## src/rtl/rot_pkg.sv

```systemverilog
// Shared definitions for the rotator: default width, direction enum and a
// behavioural rotate reference used by the optional self-checks.
package rot_pkg;

   localparam int ROT_DEFAULT_N = 4;
   localparam int ROT_MAX_W     = 32;

   typedef enum logic {
      ROT_LEFT  = 1'b0,
      ROT_RIGHT = 1'b1
   } rot_dir_e;

   // Rotates the low n bits of data; bits at and above n are returned as zero.
   function automatic logic [ROT_MAX_W-1:0] rot_ref(
      input logic [ROT_MAX_W-1:0] data,
      input int unsigned          amt,
      input rot_dir_e             dir,
      input int unsigned          n = ROT_DEFAULT_N
   );
      logic [ROT_MAX_W-1:0] res;
      int unsigned          src;
      res = '0;
      for (int unsigned i = 0; i < n; i++) begin
         if (dir == ROT_LEFT) src = (i + n - (amt % n)) % n;
         else                 src = (i + amt) % n;
         res[i] = data[src];
      end
      return res;
   endfunction

endpackage

```

## src/rtl/rot_barrel.sv

```systemverilog
// One direction of the log2(N)-stage barrel rotator; stage s rotates by 2**s
// when rotamt[s] is set.
module rot_barrel
   import rot_pkg::*;
#(
   parameter int       N   = ROT_DEFAULT_N,
   parameter rot_dir_e DIR = ROT_LEFT,
   parameter int       RW  = $clog2(N)
) (
   input  logic [N-1:0]  data_i,
   input  logic [RW-1:0] amt_i,
   output logic [N-1:0]  data_o
);

   logic [N-1:0] stage_d;
   logic [N-1:0] rot_d;

   // The ternary (not an if) lets an unknown amt bit turn differing bits to X.
   always_comb begin
      stage_d = data_i;
      rot_d   = '0;
      for (int s = 0; s < RW; s++) begin
         if (DIR == ROT_LEFT) rot_d = (stage_d << (1 << s)) | (stage_d >> (N - (1 << s)));
         else                 rot_d = (stage_d >> (1 << s)) | (stage_d << (N - (1 << s)));
         stage_d = amt_i[s] ? rot_d : stage_d;
      end
      data_o = stage_d;
   end

endmodule

```

## src/rtl/four_bit_rot.sv

```systemverilog
// Left/right rotator with combinational results and a one-cycle registered copy.
// Optional simulation self-checks are compiled when ROT_SELFCHECK_EN is defined.
module four_bit_rot
   import rot_pkg::*;
#(
   parameter int N  = ROT_DEFAULT_N,
   parameter int RW = $clog2(N)
) (
   input  logic          clk,
   input  logic          rst,
   input  logic [N-1:0]  A,
   input  logic [RW-1:0] rotamt,
   input  logic          in_valid,
   output logic [N-1:0]  Yleft,
   output logic [N-1:0]  Yright,
   output logic [N-1:0]  Yleft_q,
   output logic [N-1:0]  Yright_q,
   output logic          out_valid
);

   logic [N-1:0] yleft_d;
   logic [N-1:0] yright_d;

   rot_barrel #(.N(N), .DIR(ROT_LEFT), .RW(RW)) u_left (
      .data_i (A),
      .amt_i  (rotamt),
      .data_o (yleft_d)
   );

   rot_barrel #(.N(N), .DIR(ROT_RIGHT), .RW(RW)) u_right (
      .data_i (A),
      .amt_i  (rotamt),
      .data_o (yright_d)
   );

   assign Yleft  = yleft_d;
   assign Yright = yright_d;

   // Valid-only handshake: no ready/backpressure; data registers load every cycle
   // and in_valid is simply delayed one cycle so consumers qualify with out_valid.
   always_ff @(posedge clk or posedge rst) begin
      if (rst) begin
         Yleft_q   <= '0;
         Yright_q  <= '0;
         out_valid <= 1'b0;
      end else begin
         Yleft_q   <= yleft_d;
         Yright_q  <= yright_d;
         out_valid <= in_valid;
      end
   end

`ifdef ROT_SELFCHECK_EN
   logic [ROT_MAX_W-1:0] a_ext;
   logic [ROT_MAX_W-1:0] yl_ext;

   always_comb begin
      a_ext          = '0;
      a_ext[N-1:0]   = A;
      yl_ext         = '0;
      yl_ext[N-1:0]  = yleft_d;
      if (!$isunknown({A, rotamt})) begin
         assert (yl_ext == rot_ref(a_ext, (N - int'(rotamt)) % N, ROT_RIGHT, N))
            else $error("rot left/right identity broken: A=%0h rotamt=%0d", A, rotamt);
         assert (rot_ref(yl_ext, int'(rotamt), ROT_RIGHT, N) == a_ext)
            else $error("rot round trip broken: A=%0h rotamt=%0d", A, rotamt);
      end
   end
`endif

endmodule

```

## config.mk

```make
export PLATFORM = sky130hd
export DESIGN_NAME = four_bit_rot
export DESIGN_NICKNAME = d
export VERILOG_FILES = /design/src/rtl/rot_pkg.sv /design/src/rtl/rot_barrel.sv /design/src/rtl/four_bit_rot.sv
export SDC_FILE = /design/constraint.sdc
export NUM_CORES = 1
export LEC_CHECK = 0
export BUFFER_PORTS_ARGS = -buffer_cell sky130_fd_sc_hd__clkbuf_2
export CAP_MARGIN = 20
export CORE_AREA = 2 2 39 41
export CTS_CLUSTER_SIZE = 10
export DETAILED_ROUTE_END_ITERATION = 8
export DIE_AREA = 0 0 41 43
export PLACE_DENSITY = 0.61
export SYNTH_ARGS = -nofsm -noshare
export SYNTH_HDL_FRONTEND = slang
export SYNTH_SLANG_ARGS = --single-unit
```

## constraint.sdc

```tcl
create_clock -name clk -period 1.6 [get_ports clk]
set_input_delay 0.24 -clock clk [delete_from_list [all_inputs] [get_ports clk]]
set_output_delay 0.24 -clock clk [all_outputs]
set_load 0.03 [all_outputs]
```

## Word-level counts from Yosys, hierarchy flattened

Index checks and enable logic that the tools add are counted.

- Mux-type cells: 4
- Bitwise logic cells: 4

Operators by type and width:

| cell | count |
|---|---|
| $mux W4 | 4 |
| $or A2 B4 Y4 | 2 |
| $or A3 B4 Y4 | 1 |
| $or A4 B1 Y4 | 1 |

- Bits in registers: 9
- Input port bits: 9
- Output and inout port bits: 17
- Word-level logic and storage cells: 11

## Depth between registers and ports, before layout

Gate-level depths: netlist of run 1.

- Depth in word-level cells: 4
- Depth in mapped cells: 2
- Depth with buffers taken out: 1

## Hierarchy

From an unflattened synthesis of run 1, not the netlist that was laid out.

- Cell total of the unflattened synthesis: 18
- Area total of the unflattened synthesis: 439.2 um2

By module, submodules not included:

| module | times used | cells each | area each (um2) | seq. area each (um2) |
|---|---|---|---|---|
| four_bit_rot | 1 | 10 | 229.0 | 225.2 |
| rot_barrel | 2 | 4 | 105.1 | 0.0 |

## Worst setup path after synthesis of run 1

OpenSTA, ideal clock, no wires.

- Kind: input-to-output
- Start: in rotamt[0]
- End: out Yleft[0]
- Data arrival time: 0.973 ns
- Data required time: 1.360 ns
- Path slack: 0.387 ns
- Cell stages on the path: 2
- Buffers on the path: 1
- Cell sequence: buf_6 > mux4_2

- Longest elaborated chain between the ends: 3

RTL lines:

| element | line | source |
|---|---|---|
| start: declaration | four_bit_rot.sv:12 | `input logic [RW-1:0] rotamt,` |
| $mux W4 * | rot_barrel.sv:25 | `stage_d = amt_i[s] ? rot_d : stage_d;` |
| $or A2 B4 Y4 | -- |  |
| $mux W4 * | rot_barrel.sv:25 |  |
| end: declaration | four_bit_rot.sv:14 | `output logic [N-1:0] Yleft,` |

Mark *: on every way between the ends. The rest lies on a longest branch, timed or not.

## Final worst setup path of run 1

- Start: in rotamt[0]
- End: out Yright[2]

- Longest elaborated chain between the ends: 3

RTL lines:

| element | line | source |
|---|---|---|
| $mux W4 * | rot_barrel.sv:25 |  |
| $or A2 B4 Y4 | rot_barrel.sv:24 | `else rot_d = (stage_d >> (1 << s)) \| (stage_d << (N - (1 << s)));` |
| $mux W4 * | rot_barrel.sv:25 |  |
| end: declaration | four_bit_rot.sv:15 | `output logic [N-1:0] Yright,` |

Marked as above.

==> results_dict.tcl, run 1 <==
set metrics [dict create \
    numClockSinks 9 \
    worst_pin_slew_ns 0.3112 \
    die_area_sq_mm 0.001763 \
    viasPerCell 4.800 \
    cp_data_required_time_ns 1.36 \
    core.rowCount 14 \
    synth_top_area_share 0.5217 \
    grt_pass1_vias 291 \
    htree_levels 1 \
    gr-total-overflow 0 \
    synth_edf_count 0 \
    drt-total-wl_microns 770 \
    avgSynthCellArea_sq_um 21.58 \
    synth_cell_types 4 \
    io_pins 26 \
    post-route-drc-count 0 \
    crit_chain "clkbuf_2 -> mux4_2 -> clkbuf_2" \
    period_needed_ns 1.475 \
    rsz0062_at_grt "no" \
    synth-simple-area-share 0 \
    synthTopCellsByArea "dfrtp_1 52%, mux4_2 42%, buf_6 5.2%, inv_1 0.87%" \
    cp_slowest_stage_delay_ns 0.57 \
    worstSetupPathType "in2out" \
    fp.coreArea_sq_mm 0.001384 \
    synthFlopType "dfrtp_1" \
    yosysWarningCount 0 \
    post-place-ws_ns 0.1129 \
    crit_fanout 8 \
    synth_common_cells "9 x dfrtp_1, 8 x mux4_2, 2 x buf_6" \
    synth_compound_area_frac 0 \
    num_vias 312 \
    synthMuxAreaShare 0.4174 \
    clockRootBuffer "clkbuf_4" \
    ir_drop_v 0.0003341 \
    hold_class "in2reg" \
    cts_tree "built" \
    outcome "completed" \
    yosysSeqAreaShare 0.5217 \
    grt_pass1_wl_microns 1311 \
    relSlewSlack 0.7923 \
    cts_inserted_buffers 3 \
    ys_ff_latch 9 \
    place.gp.congestion 0.5801 \
    grt_max_degree 10 \
    power_density_mw_per_mm2 1042 \
    yosysMostFrequentCell "dfrtp_1" \
    arrival_ns 1.23 \
    setup_viol 0 \
    antenna_found_initial 0 \
    min_period_over_period 0.9218 \
    start_kind "input port" \
    syn_nets 29 \
    max-clock-path-buffers 2 \
    die_w_microns 41 \
    final-max-slew-violation-count 0 \
    synth_xor_area_frac 0 \
    port_buffers 25 \
    drtAntennaViolNets 0 \
    maxCapViolations 0 \
    synth_top_family_by_area "multiplexers" \
    routedWlPerCell_microns 11.85 \
    post-route-worst-setup-slack_ns 0.1251 \
    area_delta_synth_final_pct 38.55 \
    drt_iter0_markers 0 \
    clk_pin_slew_ns 0.05 \
    dieHeight_microns 43 \
    synthesis.area_sq_um 431.7 \
    synthArstFlopShare 1.000 \
    nNetsFinal 59 \
    drt_pre_antenna_iters 1 \
    track_usage 0.1132 \
    final_util 0.4322 \
    layout-drive-gt1-share 0.7551 \
    synth-adder-area-share 0 \
    fmax_mhz 678.0 \
    start_util 0.3119 \
    cts_resized 0 \
    crit_path_end_kind "output pin" \
    fin_tns_setup_ns 0 \
    antenna_cells 0 \
    yosys.area.top_type "dfrtp_1" \
    path_common_cell "clkbuf_2" \
    leakagePower_nw 0.2890 \
    synth_cells 20 \
    hold_viol_final 0 \
    slowest_stage "mux4_2" \
]
## cells in the final DEF, fill, tap and decap left out, drive strengths merged
cell type / instances
clkbuf: 29
buf: 1
mux4: 8
dfrtp: 9
dlygate4sd3: 1
inv: 1
## registers in the layout, indices dropped and copies added (netlist names)
register	count
Yleft_q	4
Yright_q	4
out_valid	1
## report_power, final
group	leakage (nW)	total [W]	internal, W	switching [W]
clock	0.0150	0.000162	0.0000953	0.0000664
combinational	0.169	0.000206	0.0000694	0.000137
sequential	0.105	0.000255	0.000249	0.00000571
## metal layers
metal  GRT usage  routed length, microns
met5           0                       0
met4     0.08000                       0
met3     0.01571                      79
met2      0.1719                     380
met1      0.1394                     310
## kinds of logic (layout without fill, tap and decap cells)
family,Yosys count,after routing
muxes,8,8
buffers and inverters,3,32
DFF,9,9
## final timing paths
kind	startpoint	end	slack [ns]	cells past startpoint
worst max-delay path	rotamt[0]	Yright[2]	0.13	3
max in group asynchronous	rst	out_valid	0.90	3
min in group asynchronous	rst	Yright_q[0]	0.47	3
worst min-delay path	in_valid	out_valid	0.1	1
## worst max-delay path: cells and delay by family
kind / cells / cell delay, ns
buffers and inverters: 2 / 0.42
multiplexers: 1 / 0.57
## through the flow
step           hold WS [ns]  power (W)  instances  cell area [sq um]
2_1_floorplan       0.06792  0.0004064         20              431.7
3_3_place_gp         0.1797  0.0004644         60              561.8
3_5_place_dp         0.1875  0.0004665         60              561.8
4_1_cts             0.09214  0.0006338         65              598.1
5_1_grt             0.09707  0.0006592         65              598.1
6_report            0.09999  0.0006230         65              598.1
## cell type report
type,instances,area [sq um]
tap,16,20.02
multi-input combinational,8,180.2
inverter,1,3.754
sequential,9,225.2
clock buffer,4,26.28
fill,130,785.8
timing repair buffer,27,142.6
## what timing repair did
action | CTS | global route
hold buffers | 1 | 0
setup buffers | 0 | 0
endpoints found under the hold margin | 9 | 0
(Power assumes the default switching activity.)
==> run 2, diff against run 1 <==
--- a/config.mk
+++ b/config.mk
@@ -8,10 +8,12 @@
 export BUFFER_PORTS_ARGS = -buffer_cell sky130_fd_sc_hd__clkbuf_2
 export CAP_MARGIN = 20
 export CORE_AREA = 2 2 39 41
+export CTS_BUF_LIST = sky130_fd_sc_hd__clkbuf_16
 export CTS_CLUSTER_SIZE = 10
 export DETAILED_ROUTE_END_ITERATION = 8
 export DIE_AREA = 0 0 41 43
 export PLACE_DENSITY = 0.61
 export SYNTH_ARGS = -nofsm -noshare
 export SYNTH_HDL_FRONTEND = slang
+export SYNTH_HIERARCHICAL = 1
 export SYNTH_SLANG_ARGS = --single-unit
==> constraint.sdc (replaced) <==
create_clock -name clk -period 1.4 [get_ports clk]
set_input_delay 0.21 -clock clk [delete_from_list [all_inputs] [get_ports clk]]
set_output_delay 0.21 -clock clk [all_outputs]
set_load 0.03 [all_outputs]
==> run 2 against run 1 <==
  * Synthesized area grew 1.7%
  * Die area stayed put
  * Cell count is 1.5% higher
==> results_dict.tcl, run 2 <==
set metrics [dict create \
    outcome "completed" \
    synthTopCellsByArea "dfrtp_1 51%, mux4_1 48%, inv_1 0.85%" \
    setup_viol 0 \
    synthArstFlopShare 1.000 \
    viasPerCell 5.015 \
    yosysWarningCount 6 \
    num_vias 331 \
    syn_nets 27 \
    start_util 0.3174 \
    post-route-drc-count 0 \
    yosysMostFrequentCell "dfrtp_1" \
    drtAntennaViolNets 0 \
    htree_levels 1 \
    clockRootBuffer "clkbuf_16" \
    worst_pin_slew_ns 0.3060 \
    track_usage 0.1215 \
    area_delta_synth_final_pct 59.26 \
    synth_edf_count 0 \
    arrival_ns 1.16 \
    port_buffers 25 \
    die_area_sq_mm 0.001763 \
    grt_pass1_vias 291 \
    die_w_microns 41 \
    leakagePower_nw 0.3527 \
    core.rowCount 14 \
    worstSetupPathType "in2out" \
    crit_path_end_kind "output pin" \
    final_cell_mix "19 x clkbuf_2, 9 x dfrtp_1, 7 x mux4_1" \
    crit_chain "clkbuf_4 -> mux4_1 -> clkbuf_4" \
    dp.cells 61 \
    total_power_w 0.001015 \
    max-clock-path-buffers 2 \
    routedWlPerCell_microns 12.21 \
    clk_pin_slew_ns 0.04 \
    grt_max_degree 10 \
    synthFlopType "dfrtp_1" \
    synth_top_area_share 0.5128 \
    slowest_stage "mux4_1" \
    crit_buf_inv 2 \
    io_pins 26 \
    drt_pre_antenna_iters 2 \
    synthesis.area_sq_um 439.2 \
    cts_inserted_buffers 3 \
    dieHeight_microns 43 \
    fp.coreArea_sq_mm 0.001384 \
    layout-drive-gt1-share 0.6200 \
    post-route-worst-setup-slack_ns 0.02788 \
    yosysSeqAreaShare 0.5128 \
    path_common_cell "clkbuf_4" \
    hold_viol_final 0 \
    numClockSinks 9 \
    grt_pass1_wl_microns 1311 \
    cpLargestDelayFamily "multiplexers" \
    period_needed_ns 1.372 \
    drt_iter0_markers 5 \
    antenna_found_initial 0 \
    avgSynthCellArea_sq_um 24.40 \
    maxCapViolations 0 \
    start_kind "input port" \
    yosys.area.top_type "dfrtp_1" \
    synth_cells 18 \
    cp_data_required_time_ns 1.19 \
    hpwl_microns 640.4 \
    cp_slowest_stage_delay_ns 0.58 \
    ys_ff_latch 9 \
    hold_slack_ns 0.08612 \
    relSlewSlack 0.7958 \
    rsz0062_at_grt "yes" \
    drt-total-wl_microns 806 \
    min_period_over_period 0.9801 \
    final_util 0.5054 \
    post-place-ws_ns -0.02760 \
    place.gp.congestion 0.6135 \
    final_common_cell "clkbuf_2" \
    largestRegisters "Yleft_q x4, Yright_q x4, out_valid x1" \
    power_density_mw_per_mm2 1451 \
    synth_cell_types 3 \
    ir_drop_v 0.0005008 \
    cts_tree "built" \
    hold_class "in2reg" \
    fmax_mhz 728.8 \
    gr-total-overflow 0 \
    antenna_cells 0 \
    final-max-slew-violation-count 0 \
    nNetsFinal 60 \
    crit_fanout 7 \
    synth_common_cells "9 x dfrtp_1, 8 x mux4_1, 1 x inv_1" \
    instances_no_fill 66 \
]
run 2: cell types whose count changed after synthesis, sizes merged:
| cell | before | now |
|---|---|---|
| buf | 2 | 0 |
run 2: power breakdown:
group	internal, W	leakage (nW)	switching [W]
sequential	0.000286	0.105	0.00000564
combinational	0.0000865	0.206	0.000153
clock	0.000372	0.0423	0.000112
total	0.000744	0.353	0.000271
run 2: logic make-up after synthesis:
logic type  count (synthesis)  share of synthesized area
flops                       9                     0.5128
mux                         8                     0.4786
buf+inv                     1                   0.008539
run 2: area by class of cell:
| cell class | count | area (sq um) |
|---|---|---|
| clock buffers | 3 | 75.07 |
| clock inverters | 1 | 3.754 |
| fillers | 118 | 684.4 |
| inverters | 1 | 3.754 |
| multi-input cells | 8 | 206.4 |
| flip-flops and latches | 9 | 225.2 |
| well taps | 16 | 20.02 |
| repair buffers | 28 | 165.2 |
run 2: worst paths after layout:
path,cells after the start,startpoint,endpoint
max,3,rotamt[0],Yleft[1]
min,1,in_valid,out_valid
max in group asynchronous,3,rst,out_valid
min in group asynchronous,3,rst,Yright_q[2]
run 2: per-layer routing:
layer | vias up | track usage | wire length (microns)
met4 | 0 | 0.1600 | 31
met2 | 21 | 0.1500 | 363
met1 | 159 | 0.1503 | 318
met5 | - | 0 | 0
li1 | 148 | - | -
met3 | 3 | 0.01571 | 92
run 2: timing repair:
item,4_1_cts,5_1_grt
gates resized for setup,5,3
hold buffers,1,0
endpoints found under the setup margin,5,5
setup buffers,0,0
hold endpoints to repair,9,0
run 2: through the flow:
stage | instance area (sq um) | TNS, ns
floorplan | 439.2 | 0
CTS | 700.7 | -0.05526
global route | 699.4 | -0.004665
detailed placement | 599.3 | -0.07691
global placement | 599.3 | -0.02599
finish | 699.4 | 0
==> run 3, diff against run 2 <==
--- a/config.mk
+++ b/config.mk
@@ -15,5 +15,4 @@
 export PLACE_DENSITY = 0.61
 export SYNTH_ARGS = -nofsm -noshare
 export SYNTH_HDL_FRONTEND = slang
-export SYNTH_HIERARCHICAL = 1
 export SYNTH_SLANG_ARGS = --single-unit
==> run 3 against run 2 <==
  * Cell count is the same
  * Sequential cell count is the same
  * Routed wire length grew 5.6%
  * Sequential share of layout area grew 1.9 points
  * Worst hold slack gained 0.0049 ns
  * Non-clock buffer count is the same
  * Via count shrank 6.0%
  * Clock-buffer cell count is the same
  * Die area is the same
  * Combinational power is essentially flat
  * Critical path depth is the same
==> results_dict.tcl, run 3 (synthesized netlist as in run 1, its figures left out) <==
set metrics [dict create \
    outcome "completed" \
    relSlewSlack 0.7915 \
    post-place-ws_ns 0.01996 \
    cts_tree "built" \
    hold_viol_final 0 \
    final_common_cell "clkbuf_2" \
    max-clock-path-buffers 2 \
    final-max-slew-violation-count 0 \
    clockRootBuffer "clkbuf_16" \
    grt_pass1_vias 312 \
    htree_levels 1 \
    ir_drop_v 0.0005022 \
    post-cts-setup-buffers 0 \
    nNetsFinal 60 \
    die_area_sq_mm 0.001763 \
    grt_pass1_wl_microns 1373 \
    gr-total-overflow 0 \
    cp_slowest_stage_delay_ns 0.54 \
    die_w_microns 41 \
    worst_pin_slew_ns 0.3124 \
    drt_pre_antenna_iters 2 \
    num_vias 311 \
    start_util 0.3119 \
    start_kind "input port" \
    hold_depth 1 \
    hold-path-endpoint "out_valid" \
    final_util 0.4774 \
    antenna_cells 0 \
    final_cell_mix "24 x clkbuf_2, 9 x dfrtp_1, 8 x mux4_2" \
    leakagePower_nw 0.3215 \
    antenna_found_initial 0 \
    cpLargestDelayFamily "multiplexers" \
    drt_iter0_markers 1 \
    crit_fanout 5 \
    drt-total-wl_microns 851 \
    layout-drive-gt1-share 0.7600 \
    arrival_ns 1.12 \
    drtAntennaViolNets 0 \
    port_buffers 25 \
    grt_max_degree 10 \
    worstSetupPathType "in2out" \
    track_usage 0.1192 \
    path_common_cell "clkbuf_2" \
    rsz0062_at_grt "no" \
    slowest_stage "mux4_2" \
    clk_pin_slew_ns 0.04 \
    power_density_mw_per_mm2 1541 \
    routedWlPerCell_microns 12.89 \
    maxCapViolations 0 \
    crit_path_end_kind "output pin" \
    setup_viol 0 \
    io_pins 26 \
    min_period_over_period 0.9512 \
    cp_data_required_time_ns 1.19 \
    crit_buf_inv 2 \
    post-route-worst-setup-slack_ns 0.06827 \
    core.rowCount 14 \
    hold_class "in2reg" \
    fmax_mhz 750.9 \
    viasPerCell 4.712 \
    fin_tns_setup_ns 0 \
    period_needed_ns 1.332 \
    cts_inserted_buffers 3 \
    fp.coreArea_sq_mm 0.001384 \
    dieHeight_microns 43 \
    largestRegisters "Yleft_q x4, Yright_q x4, out_valid x1" \
    hpwl_microns 661.9 \
    place.gp.congestion 0.5874 \
    crit_chain "clkbuf_2 -> mux4_2 -> clkbuf_2" \
    area_delta_synth_final_pct 53.04 \
    holdCritStartpoint "in_valid" \
    post-route-drc-count 0 \
    numClockSinks 9 \
]
run 3: worst max-delay path by stage:
stage | cells past startpoint | startpoint | endpoint
2_1_floorplan | 2 | rotamt[0] | Yleft[0]
3_3_place_gp | 3 | rotamt[0] | Yleft[1]
3_5_place_dp | 3 | rotamt[0] | Yleft[3]
4_1_cts | 3 | rotamt[0] | Yleft[3]
5_1_grt | 3 | rotamt[1] | Yright[0]
6_report | 3 | rotamt[1] | Yright[0]
run 3: power by group:
group / internal, W / total [W] / switching [W]
logic: 0.0000819 / 0.000239 / 0.000157
registers: 0.000286 / 0.000292 / 0.00000589
clock network: 0.000372 / 0.000487 / 0.000115
run 3: what timing repair did:
item,in CTS,in global routing
endpoints found under the hold margin,9,0
hold buffers,1,0
resized for setup,0,2
setup endpoints to repair,0,5
run 3: through the flow:
step	hold slack, ns	area (sq um)	total power, W	cells
4_1_cts	0.09200	658.1	0.001030	66
5_1_grt	0.09077	660.6	0.001065	66
3_5_place_dp	0.1560	569.3	0.0005349	61
6_report	0.09099	660.6	0.001018	66
3_3_place_gp	0.1517	569.3	0.0005334	61
2_1_floorplan	0.03792	431.7	0.0004645	20
run 3: per-layer routing:
layer	vias up	global-route usage	routed length, microns
li1	140	-	-
met1	147	0.1285	316
met2	21	0.1813	406
met3	3	0.04712	104
met4	0	0.08000	23
met5	-	0	0
run 3: area by class of cell:
class                   instances  area (sq um)
fillers                       134         723.2
flip-flops and latches          9         225.2
multi-input cells               8         180.2
repair buffers                 28         152.6
clock buffers                   3         75.07
well taps                      16         20.02
clock inverters                 1         3.754
inverters                       1         3.754
